==> src/rtl/move_input_ctrl.sv <==
// ---------------------------------------------------------------------------
// move_input_ctrl
//   Front end of the tic-tac-toe game FSM. Two raw push-buttons are
//   synchronised, debounced and turned into one-cycle press pulses. "next"
//   walks a cursor over the 9 cells. "select" proposes the cursor cell as a
//   move. A selection of an occupied cell is rejected with a timed flash. A
//   legal move is offered to the game FSM as a valid/ready transaction. The
//   player alternates on every accepted move.
//
// Ports
//   clk            system clock
//   rst            asynchronous reset, active low
//   btn_next       raw button, advance cursor (active high)
//   btn_sel        raw button, select cursor cell (active high)
//   occ[8:0]       board occupancy, bit i = cell i taken (sampled in CHECK)
//   new_game       synchronous one-cycle clear from the game FSM
//   move_ready     game FSM accepts the offered move this cycle
//   cursor[3:0]    current cursor cell, 0..8
//   move_valid     move offered to the game FSM
//   move_cell[3:0] cell index of the offered move
//   move_player    0 = player 1, 1 = player 2
//   invalid_flash  high while a rejected selection is signalled
// ---------------------------------------------------------------------------

// Per-button conditioning: 2-FF synchroniser, debouncer, rising-edge pulse.
module move_input_debounce #(
    parameter int DEBOUNCE_CYC = 16
) (
    input  logic clk,
    input  logic rst,
    input  logic raw,
    output logic pulse
);
    localparam int CW = $clog2(DEBOUNCE_CYC + 1);
    localparam logic [CW-1:0] CNT_LAST = CW'(DEBOUNCE_CYC - 1);
    localparam logic [CW-1:0] CNT_ONE  = CW'(1);

    logic          sync1_r;
    logic          sync2_r;
    logic          level_r;
    logic          level_d_r;
    logic [CW-1:0] cnt_r;
    logic          level_next_s;
    logic [CW-1:0] cnt_next_s;

    // Debounce rule: count consecutive samples that differ from the level.
    always_comb begin
        level_next_s = level_r;
        cnt_next_s   = cnt_r;
        if (sync2_r == level_r) begin
            cnt_next_s = {CW{1'b0}};
        end else if (cnt_r == CNT_LAST) begin
            // This is the DEBOUNCE_CYC-th differing sample: accept it.
            level_next_s = ~level_r;
            cnt_next_s   = {CW{1'b0}};
        end else begin
            cnt_next_s = cnt_r + CNT_ONE;
        end
    end

    // Synchroniser, debounced level and edge-detect history registers.
    always_ff @(posedge clk or negedge rst) begin
        if (!rst) begin
            sync1_r   <= 1'b0;
            sync2_r   <= 1'b0;
            level_r   <= 1'b0;
            level_d_r <= 1'b0;
            cnt_r     <= {CW{1'b0}};
        end else begin
            sync1_r   <= raw;
            sync2_r   <= sync1_r;
            level_r   <= level_next_s;
            level_d_r <= level_r;
            cnt_r     <= cnt_next_s;
        end
    end

    // One-cycle pulse on a 0->1 transition of the debounced level.
    assign pulse = level_r & ~level_d_r;
endmodule

module move_input_ctrl #(
    parameter int DEBOUNCE_CYC = 16,
    parameter int FLASH_CYC    = 8
) (
    input  logic       clk,
    input  logic       rst,
    input  logic       btn_next,
    input  logic       btn_sel,
    input  logic [8:0] occ,
    input  logic       new_game,
    input  logic       move_ready,
    output logic [3:0] cursor,
    output logic       move_valid,
    output logic [3:0] move_cell,
    output logic       move_player,
    output logic       invalid_flash
);
    localparam int FCW = $clog2(FLASH_CYC + 1);
    localparam logic [FCW-1:0] FLASH_LAST = FCW'(FLASH_CYC - 1);
    localparam logic [FCW-1:0] FLASH_ONE  = FCW'(1);

    typedef enum logic [1:0] {
        ST_IDLE   = 2'd0,
        ST_CHECK  = 2'd1,
        ST_ISSUE  = 2'd2,
        ST_REJECT = 2'd3
    } state_t;

    state_t         state_r;
    state_t         state_next_s;
    logic [3:0]     cursor_r;
    logic [3:0]     cursor_next_s;
    logic           valid_r;
    logic           valid_next_s;
    logic [3:0]     cell_r;
    logic [3:0]     cell_next_s;
    logic           player_r;
    logic           player_next_s;
    logic           flash_r;
    logic           flash_next_s;
    logic [FCW-1:0] flash_cnt_r;
    logic [FCW-1:0] flash_cnt_next_s;
    logic           next_pulse_s;
    logic           sel_pulse_s;

    // Cursor advance with wrap from cell 8 back to cell 0.
    function automatic logic [3:0] cursor_inc(input logic [3:0] c);
        if (c >= 4'd8) begin
            return 4'd0;
        end else begin
            return c + 4'd1;
        end
    endfunction

    // Occupancy lookup; an out-of-range index is treated as occupied so a
    // corrupted cell index can never be issued as a move.
    function automatic logic cell_taken(input logic [8:0] o, input logic [3:0] idx);
        if (idx > 4'd8) begin
            return 1'b1;
        end else begin
            return o[idx];
        end
    endfunction

    move_input_debounce #(.DEBOUNCE_CYC(DEBOUNCE_CYC)) u_db_next (
        .clk   (clk),
        .rst   (rst),
        .raw   (btn_next),
        .pulse (next_pulse_s)
    );

    move_input_debounce #(.DEBOUNCE_CYC(DEBOUNCE_CYC)) u_db_sel (
        .clk   (clk),
        .rst   (rst),
        .raw   (btn_sel),
        .pulse (sel_pulse_s)
    );

    // Cursor next value; moves in every FSM state, new_game homes it.
    always_comb begin
        cursor_next_s = cursor_r;
        if (new_game) begin
            cursor_next_s = 4'd0;
        end else if (next_pulse_s) begin
            cursor_next_s = cursor_inc(cursor_r);
        end else begin
            cursor_next_s = cursor_r;
        end
    end

    // FSM next-state and next-output logic.
    always_comb begin
        state_next_s     = state_r;
        valid_next_s     = valid_r;
        cell_next_s      = cell_r;
        player_next_s    = player_r;
        flash_next_s     = flash_r;
        flash_cnt_next_s = flash_cnt_r;
        if (new_game) begin
            // Wins over everything, including a handshake in the same cycle.
            state_next_s     = ST_IDLE;
            valid_next_s     = 1'b0;
            player_next_s    = 1'b0;
            flash_next_s     = 1'b0;
            flash_cnt_next_s = {FCW{1'b0}};
        end else begin
            case (state_r)
                ST_IDLE: begin
                    valid_next_s = 1'b0;
                    flash_next_s = 1'b0;
                    if (sel_pulse_s) begin
                        // Registered cursor is the pre-increment value even
                        // when next fires in the same cycle.
                        cell_next_s  = cursor_r;
                        state_next_s = ST_CHECK;
                    end else begin
                        state_next_s = ST_IDLE;
                    end
                end
                ST_CHECK: begin
                    if (cell_taken(occ, cell_r)) begin
                        state_next_s     = ST_REJECT;
                        flash_next_s     = 1'b1;
                        flash_cnt_next_s = FLASH_LAST;
                    end else begin
                        state_next_s = ST_ISSUE;
                        valid_next_s = 1'b1;
                    end
                end
                ST_ISSUE: begin
                    if (valid_r && move_ready) begin
                        state_next_s  = ST_IDLE;
                        valid_next_s  = 1'b0;
                        player_next_s = ~player_r;
                    end else begin
                        state_next_s = ST_ISSUE;
                        valid_next_s = 1'b1;
                    end
                end
                ST_REJECT: begin
                    if (flash_cnt_r == {FCW{1'b0}}) begin
                        state_next_s = ST_IDLE;
                        flash_next_s = 1'b0;
                    end else begin
                        flash_next_s     = 1'b1;
                        flash_cnt_next_s = flash_cnt_r - FLASH_ONE;
                    end
                end
                default: begin
                    state_next_s     = ST_IDLE;
                    valid_next_s     = 1'b0;
                    flash_next_s     = 1'b0;
                    flash_cnt_next_s = {FCW{1'b0}};
                end
            endcase
        end
    end

    // State and registered output storage.
    always_ff @(posedge clk or negedge rst) begin
        if (!rst) begin
            state_r     <= ST_IDLE;
            cursor_r    <= 4'd0;
            valid_r     <= 1'b0;
            cell_r      <= 4'd0;
            player_r    <= 1'b0;
            flash_r     <= 1'b0;
            flash_cnt_r <= {FCW{1'b0}};
        end else begin
            state_r     <= state_next_s;
            cursor_r    <= cursor_next_s;
            valid_r     <= valid_next_s;
            cell_r      <= cell_next_s;
            player_r    <= player_next_s;
            flash_r     <= flash_next_s;
            flash_cnt_r <= flash_cnt_next_s;
        end
    end

    assign cursor        = cursor_r;
    assign move_valid    = valid_r;
    assign move_cell     = cell_r;
    assign move_player   = player_r;
    assign invalid_flash = flash_r;
endmodule

==> config.mk <==
export PLATFORM = sky130hd
export DESIGN_NAME = move_input_ctrl
export DESIGN_NICKNAME = d
export VERILOG_FILES = /design/src/rtl/move_input_ctrl.sv
export SDC_FILE = /design/constraint.sdc
export NUM_CORES = 1
export LEC_CHECK = 0
export BUFFER_PORTS_ARGS = -buffer_cell sky130_fd_sc_hd__buf_2
export CORE_MARGIN = 2
export CORE_UTILIZATION = 50
export DETAILED_ROUTE_END_ITERATION = 10
export PLACE_DENSITY = 0.74
export SKIP_CTS_REPAIR_TIMING = 1
export SKIP_LAST_GASP = 1
export SLEW_MARGIN = 0
export SYNTH_ARGS = -nofsm -noshare
export SYNTH_HDL_FRONTEND = slang
export SYNTH_SLANG_ARGS = --single-unit
==> constraint.sdc <==
create_clock -name clk -period 1.7 [get_ports clk]
set_clock_uncertainty 0.15 [all_clocks]
set_input_delay 0.255 -clock clk [delete_from_list [all_inputs] [get_ports clk]]
set_output_delay 0.255 -clock clk [all_outputs]
set_load 0.03 [all_outputs]
=== Word level (Yosys, flattened, before mapping) ===
Index checks and enable logic that the tools add are counted.

* Register bits: 35
* Output and inout bits: 11
* Logic and storage cells: 94

* $add $sub $neg: 4
* Bitwise gates (word level): 10
* Eq/ne operators: 11
* Mux-type cells: 33
* $lt $le $gt $ge: 3
* Reduce and logical (&&, ||, !) cells: 16

{| class="wikitable"
|+ Operators with widths
! operator !! number
|-
| $mux W4 || 6
|-
| $mux W5 || 4
|-
| $mux W1 || 15
|-
| $ne A3 B3 Y1 const B || 4
|-
| $add A5 B1 Y5 const B || 2
|-
| $eq A5 B4 Y1 const B || 2
|-
| $reduce_and A2 Y1 || 5
|-
| $not A1 Y1 || 8
|-
| $pmux W2 S4 || 1
|-
| $pmux W4 S2 || 1
|-
| $reduce_bool A4 Y1 || 2
|-
| $mux W2 || 3
|-
| $pmux W1 S3 || 2
|-
| $reduce_and A3 Y1 || 2
|-
| $reduce_bool A2 Y1 || 3
|-
| $lt A4 B5 Y1 const B || 1
|-
| $add A4 B1 Y4 const B || 1
|-
| $bmux W1 S4 || 1
|-
| $eq A2 B2 Y1 const B || 2
|-
| $ge A4 B4 Y1 const B || 1
|-
| $gt A4 B4 Y1 const B || 1
|-
| $logic_not A4 Y1 || 1
|-
| $sub A4 B1 Y4 const B || 1
|-
| $reduce_bool A3 Y1 || 1
|-
| 5 further kinds || 7
|}

=== Logic depth before layout (Yosys ltp) ===
* Word-level depth: 8
* Depth in mapped cells: 7
* Depth with buffers taken out: 7

=== Hierarchy ===
From an unflattened synthesis, not the netlist that was laid out.

* Cells, all modules: 162
* Area, all modules: 1759.2 sq um

{| class="wikitable"
|+ By module, submodules not included
! module !! cells each !! area an instance (sq um) !! times used
|-
| move_input_ctrl || 112 || 1081.0 || 1
|-
| move_input_debounce || 25 || 339.1 || 2
|}

=== Worst setup path after synthesis ===
OpenSTA, ideal clock, no wires.

* Kind: register -> register
* Start: register cell_r[2], in the netlist move_cell[2]
* End: register valid_r, in the netlist move_valid
* Data required time: 1.483 ns
* Stages on the path, launching flop included: 6
* Clock period less this slack: 2.014 ns
* Arrival time: 1.797 ns
* Path buffers: 0
* Setup slack: -0.314 ns
* Path through: dfrtp_1 > or2_1 > or4_1 > o21a_2 > a2111oi_4 > a311o_1

* Longest elaborated chain between the ends: 7
* Elaborated cells on any way between the ends: 8
* Those cells by class: 1 x order compare; 1 x eq/ne; 5 x mux; 1 x reduce/logical

{| class="wikitable"
|+ Ends and longest elaborated chain
! what !! RTL line !! source
|-
| start: declaration || 116 || <nowiki>logic [3:0] cell_r;</nowiki>
|-
| start signal: assignment || 254 || <nowiki>cell_r <= cell_next_s;</nowiki>
|-
| $bmux W1 S4 || 142 || <nowiki>return o[idx];</nowiki>
|-
| $mux W1 (implied by the code) || 142 ||
|-
| $mux W1 * || 139 || <nowiki>if (idx > 4'd8) begin</nowiki>
|-
| $mux W1 * || 188 || <nowiki>case (state_r)</nowiki>
|-
| $mux W1 * || 180 || <nowiki>if (new_game) begin</nowiki>
|-
| $ne A3 B3 Y1 (no source line) * || n/a ||
|-
| $reduce_and A2 Y1 (no source line) * || n/a ||
|-
| end signal: assignment || 253 || <nowiki>valid_r <= valid_next_s;</nowiki>
|-
| end: declaration || 114 || <nowiki>logic valid_r;</nowiki>
|}

Every way passes the cells marked *; elsewhere a longest branch is shown, timed or not. The select of a mux whose other input is x is not followed.
A chain may end at the register's enable or synchronous reset.

=== Worst setup path after layout ===
* Start: register flash_cnt_r[1]
* End: register flash_cnt_r[2]

* Longest elaborated chain between the ends: 4
* Elaborated cells on any way between the ends: 7
* Those cells by class: 1 x add/sub; 1 x eq/ne; 3 x mux; 2 x reduce/logical

{| class="wikitable"
|+ Ends and longest elaborated chain
! what !! RTL line !! source
|-
| start: declaration || 122 || <nowiki>logic [FCW-1:0] flash_cnt_r;</nowiki>
|-
| start signal: assignment || 249 || <nowiki>flash_cnt_r <= {FCW{1'b0}};</nowiki>
|-
| start signal: assignment || 257 || <nowiki>flash_cnt_r <= flash_cnt_next_s;</nowiki>
|-
| $sub A4 B1 Y4 || 227 || <nowiki>flash_cnt_next_s = flash_cnt_r - FLASH_ONE;</nowiki>
|-
| $mux W4 || 222 || <nowiki>if (flash_cnt_r == {FCW{1'b0}}) begin</nowiki>
|-
| $pmux W4 S2 || 188 ||
|-
| $mux W4 || 180 ||
|}

Parallel ways exist; a longest one is shown, timed or not. The select of a mux whose other input is x is not followed.

==> results.json <==
{
  "status": "complete, but fails checks",
  "violations": "negative setup slack",
  "seq_area_um2": 880.8,
  "initial_utilization_pct": 51.93,
  "critPathMaxStageDelay_ns": 0.41,
  "power_density_nw_per_um2": 680.5,
  "yosysWarnings": 0,
  "core_region_area_um2": 3311,
  "synth_ff_type": "dfrtp_1",
  "placed_area_um2": 2116,
  "fin_crit_ns": 1.923,
  "async_flop_share_pct": 100.0,
  "clockRootBuffer": "clkbuf_4",
  "cts_tree": "yes",
  "grt_antenna_before_repair": 0,
  "yosysUniqueCellTypes": 45,
  "final_hold_viol_count": 0,
  "fillers": 234,
  "synth_seq_cells": 35,
  "core.rowCount": 21,
  "grt_usage_pct": 19.35,
  "maxSlewViolCount": 0,
  "area_growth_pct": 40.97,
  "drt_iter0_markers": 89,
  "dp.cells": 252,
  "cap_violations": 0,
  "period_share_pct": 113.1,
  "netlist_area_um2": 1719,
  "wirelength_um": 3746,
  "clkTransAtPathRegs_ns": 0.11,
  "die_h_um": 62.64,
  "worstSetupEndpointType": "flop",
  "final_util_pct": 73.20,
  "critPathArrivalTime_ns": 2.01,
  "ys_seq_area_share_pct": 50.95,
  "htreeDepth": 2,
  "rsz0062_at_grt": "true",
  "antennaDiodeCount": 0,
  "setup_viol": 10,
  "finalHoldWorstSlack_ns": 0.1637,
  "layout_setup_ws_ns": -0.2227,
  "cp_slowest_cell": "dfrtp_1",
  "max-slew-margin-rel_pct": 70.38,
  "overflow": 0,
  "place_hpwl_um": 2568,
  "synth_cells": 155,
  "cts.sinks": 35,
  "synth_edf_count": 0,
  "dr.pass1.iters": 4,
  "p_leak_uw": 0.001151,
  "wl_per_cell_um": 14.03,
  "num_io_pins": 26,
  "grt_max_degree": 36,
  "cp_cell_sequence": "inv_1 > ha_2 > nor4bb_4 > a211oi_2 > o22ai_2 > a21oi_1 > o22a_1",
  "grt_pass1_wl_um": 5871,
  "cp_max_fo": 7,
  "worstMarginPinSlew_ns": 0.4444,
  "cts.path.max_buffers": 2,
  "crit_family": "compound AO/OA/AOI/OAI gates",
  "vias": 1396,
  "portBuffers": 25,
  "fmax_ghz": 0.5201,
  "syn-num-nets": 179,
  "die_area_um2": 3923,
  "drc_errors": 0,
  "die_w_um": 62.64,
  "critical_path.startpoint_type": "flop",
  "critical_path_class": "flop to flop",
  "final_layout_size_suffix_gt1_share_pct": 42.99,
  "fin_nets": 244,
  "gp_congestion": 0.8115,
  "cts-buffers-inserted": 5,
  "fin_cells": 267,
  "viasPerCell": 5.228,
  "hold_path_class": "primary input to flop",
  "peakVddDrop_v": 0.0007205,
  "synth_area_per_cell_um2": 11.09,
  "cp.buffers_inverters": 1,
  "insertion_delay_ns": 0.34,
  "ant_nets": 0,
  "first_global_vias": 1359,
  "worst-endpoint-required_ns": 1.79,
  "design_area_um2": 2424,
  "multi_input_area_um2": 942.2
}
[final timing paths]
path                            cells past startpoint  slack (ns)         startpoint           endpoint
worst max register to register                      7       -0.22     flash_cnt_r[1]     flash_cnt_r[2]
worst min register to register                      0        0.21  u_db_next.sync1_r  u_db_next.sync2_r
worst max-delay path                                7       -0.22     flash_cnt_r[1]     flash_cnt_r[2]
max in group asynchronous                           3        0.73                rst       move_cell[0]
min in group asynchronous                           3        0.33                rst     flash_cnt_r[2]
worst min-delay path                                4        0.16         move_ready        move_player
[layer usage]
layer  global-route usage [%]  wire (um)  up-vias
met5                        0          0        -
met3                    6.486        166        4
met4                    7.500         44        0
li1                         -          -      683
met1                    23.25       1662      677
met2                    32.12       1872       32
[worst register-to-register path, delay by kind of cell, from the launching register on]
family                   cells  cell delay [ns]
AND/OR/NAND/NOR              1             0.34
AO/OA/AOI/OAI                4             0.68
adder cells (fa/ha/maj)      1             0.18
buffers and inverters        1             0.07
flip-flops                   1             0.41
[cells by family after synthesis]
family	Yosys count	synth area share, %
AND/OR/NAND/NOR	50	16.16
AO/OA/AOI/OAI	31	13.68
adder cells (fa/ha/maj)	9	6.550
multiplexers	10	6.186
flip-flops	35	50.95
buffers and inverters	13	2.911
XOR/XNOR	7	3.566
[synthesized netlist by cell type (all sizes together), types with 2 or more instances]
library cell | number | area, um2
a211oi | 3 | 22.52
a21o | 2 | 15.01
a21oi | 8 | 40.04
a31oi | 2 | 12.51
and2 | 3 | 18.77
and3 | 2 | 12.51
clkbuf | 2 | 8.750
dfrtp | 35 | 875.8
ha | 9 | 112.6
inv | 10 | 37.54
mux2 | 5 | 56.30
mux2i | 5 | 50.05
nand2 | 6 | 22.52
nand2b | 4 | 25.02
nand3 | 5 | 25.02
nor2 | 14 | 52.55
nor3 | 2 | 10.01
nor3b | 2 | 15.01
nor4bb | 2 | 20.02
o21ai | 4 | 20.02
o221ai | 2 | 17.52
o22ai | 2 | 18.77
or4 | 2 | 15.01
xor2 | 7 | 61.31
[per-stage QoR]
step                      worst slack (ns)  TNS (ns)  total power, uW
after global routing               -0.3018    -2.057             1724
final                              -0.2227    -1.228             1649
after global placement             -0.2100    -1.209             1003
after CTS                          -0.2826    -1.817             1640
after detailed placement           -0.2721    -1.657             1013
after floorplan                    -0.2160    -1.097            939.8
[state kept, by name (all words and copies together) (netlist names)]
name / flops
state_r: 2
u_db_sel.level_r: 1
u_db_sel.cnt_r: 5
cursor: 4
move_valid: 1
u_db_next.level_r: 1
u_db_next.sync1_r: 1
u_db_sel.sync1_r: 1
invalid_flash: 1
move_cell: 4
u_db_sel.level_d_r: 1
u_db_next.cnt_r: 5
move_player: 1
u_db_next.level_d_r: 1
u_db_sel.sync2_r: 1
u_db_next.sync2_r: 1
flash_cnt_r: 4
[cells in the final DEF (no fill, tap or decap), types with 2 or more instances in the layout]
cell type / instances
clkbuf_4: 5
xor2_1: 7
nand3_1: 5
o221ai_2: 2
and3_1: 2
a21o_1: 2
dfrtp_2: 4
nand2b_1: 4
buf_2: 25
inv_4: 2
buf_4: 28
mux2i_1: 5
o21ai_0: 2
buf_6: 4
o21ai_1: 2
nor4bb_4: 2
ha_1: 5
mux2_1: 2
dlygate4sd3_1: 3
a211oi_2: 2
inv_1: 7
a21oi_1: 7
nand2_1: 6
ha_4: 2
mux2_4: 3
dfrtp_1: 31
nor2_1: 14
and2_1: 3
ha_2: 2
[report_power, final]
| part | leakage, uW | switching, uW | internal, uW |
|---|---|---|---|
| logic | 0.000647 | 78.0 | 74.2 |
| clock network | 0.0000482 | 279 | 348 |
| registers | 0.000456 | 15.5 | 855 |
[layout make-up]
| type | instances | share of cell area (%) |
|---|---|---|
| repair buffers | 60 | 16.93 |
| multi-input cells | 107 | 38.87 |
| flip-flops and latches | 35 | 36.34 |
| clock buffers | 6 | 2.117 |
| inverters | 11 | 1.910 |
| well taps | 46 | 2.375 |
| clock inverters | 2 | 1.446 |
Power figures use the tool's default switching activity.
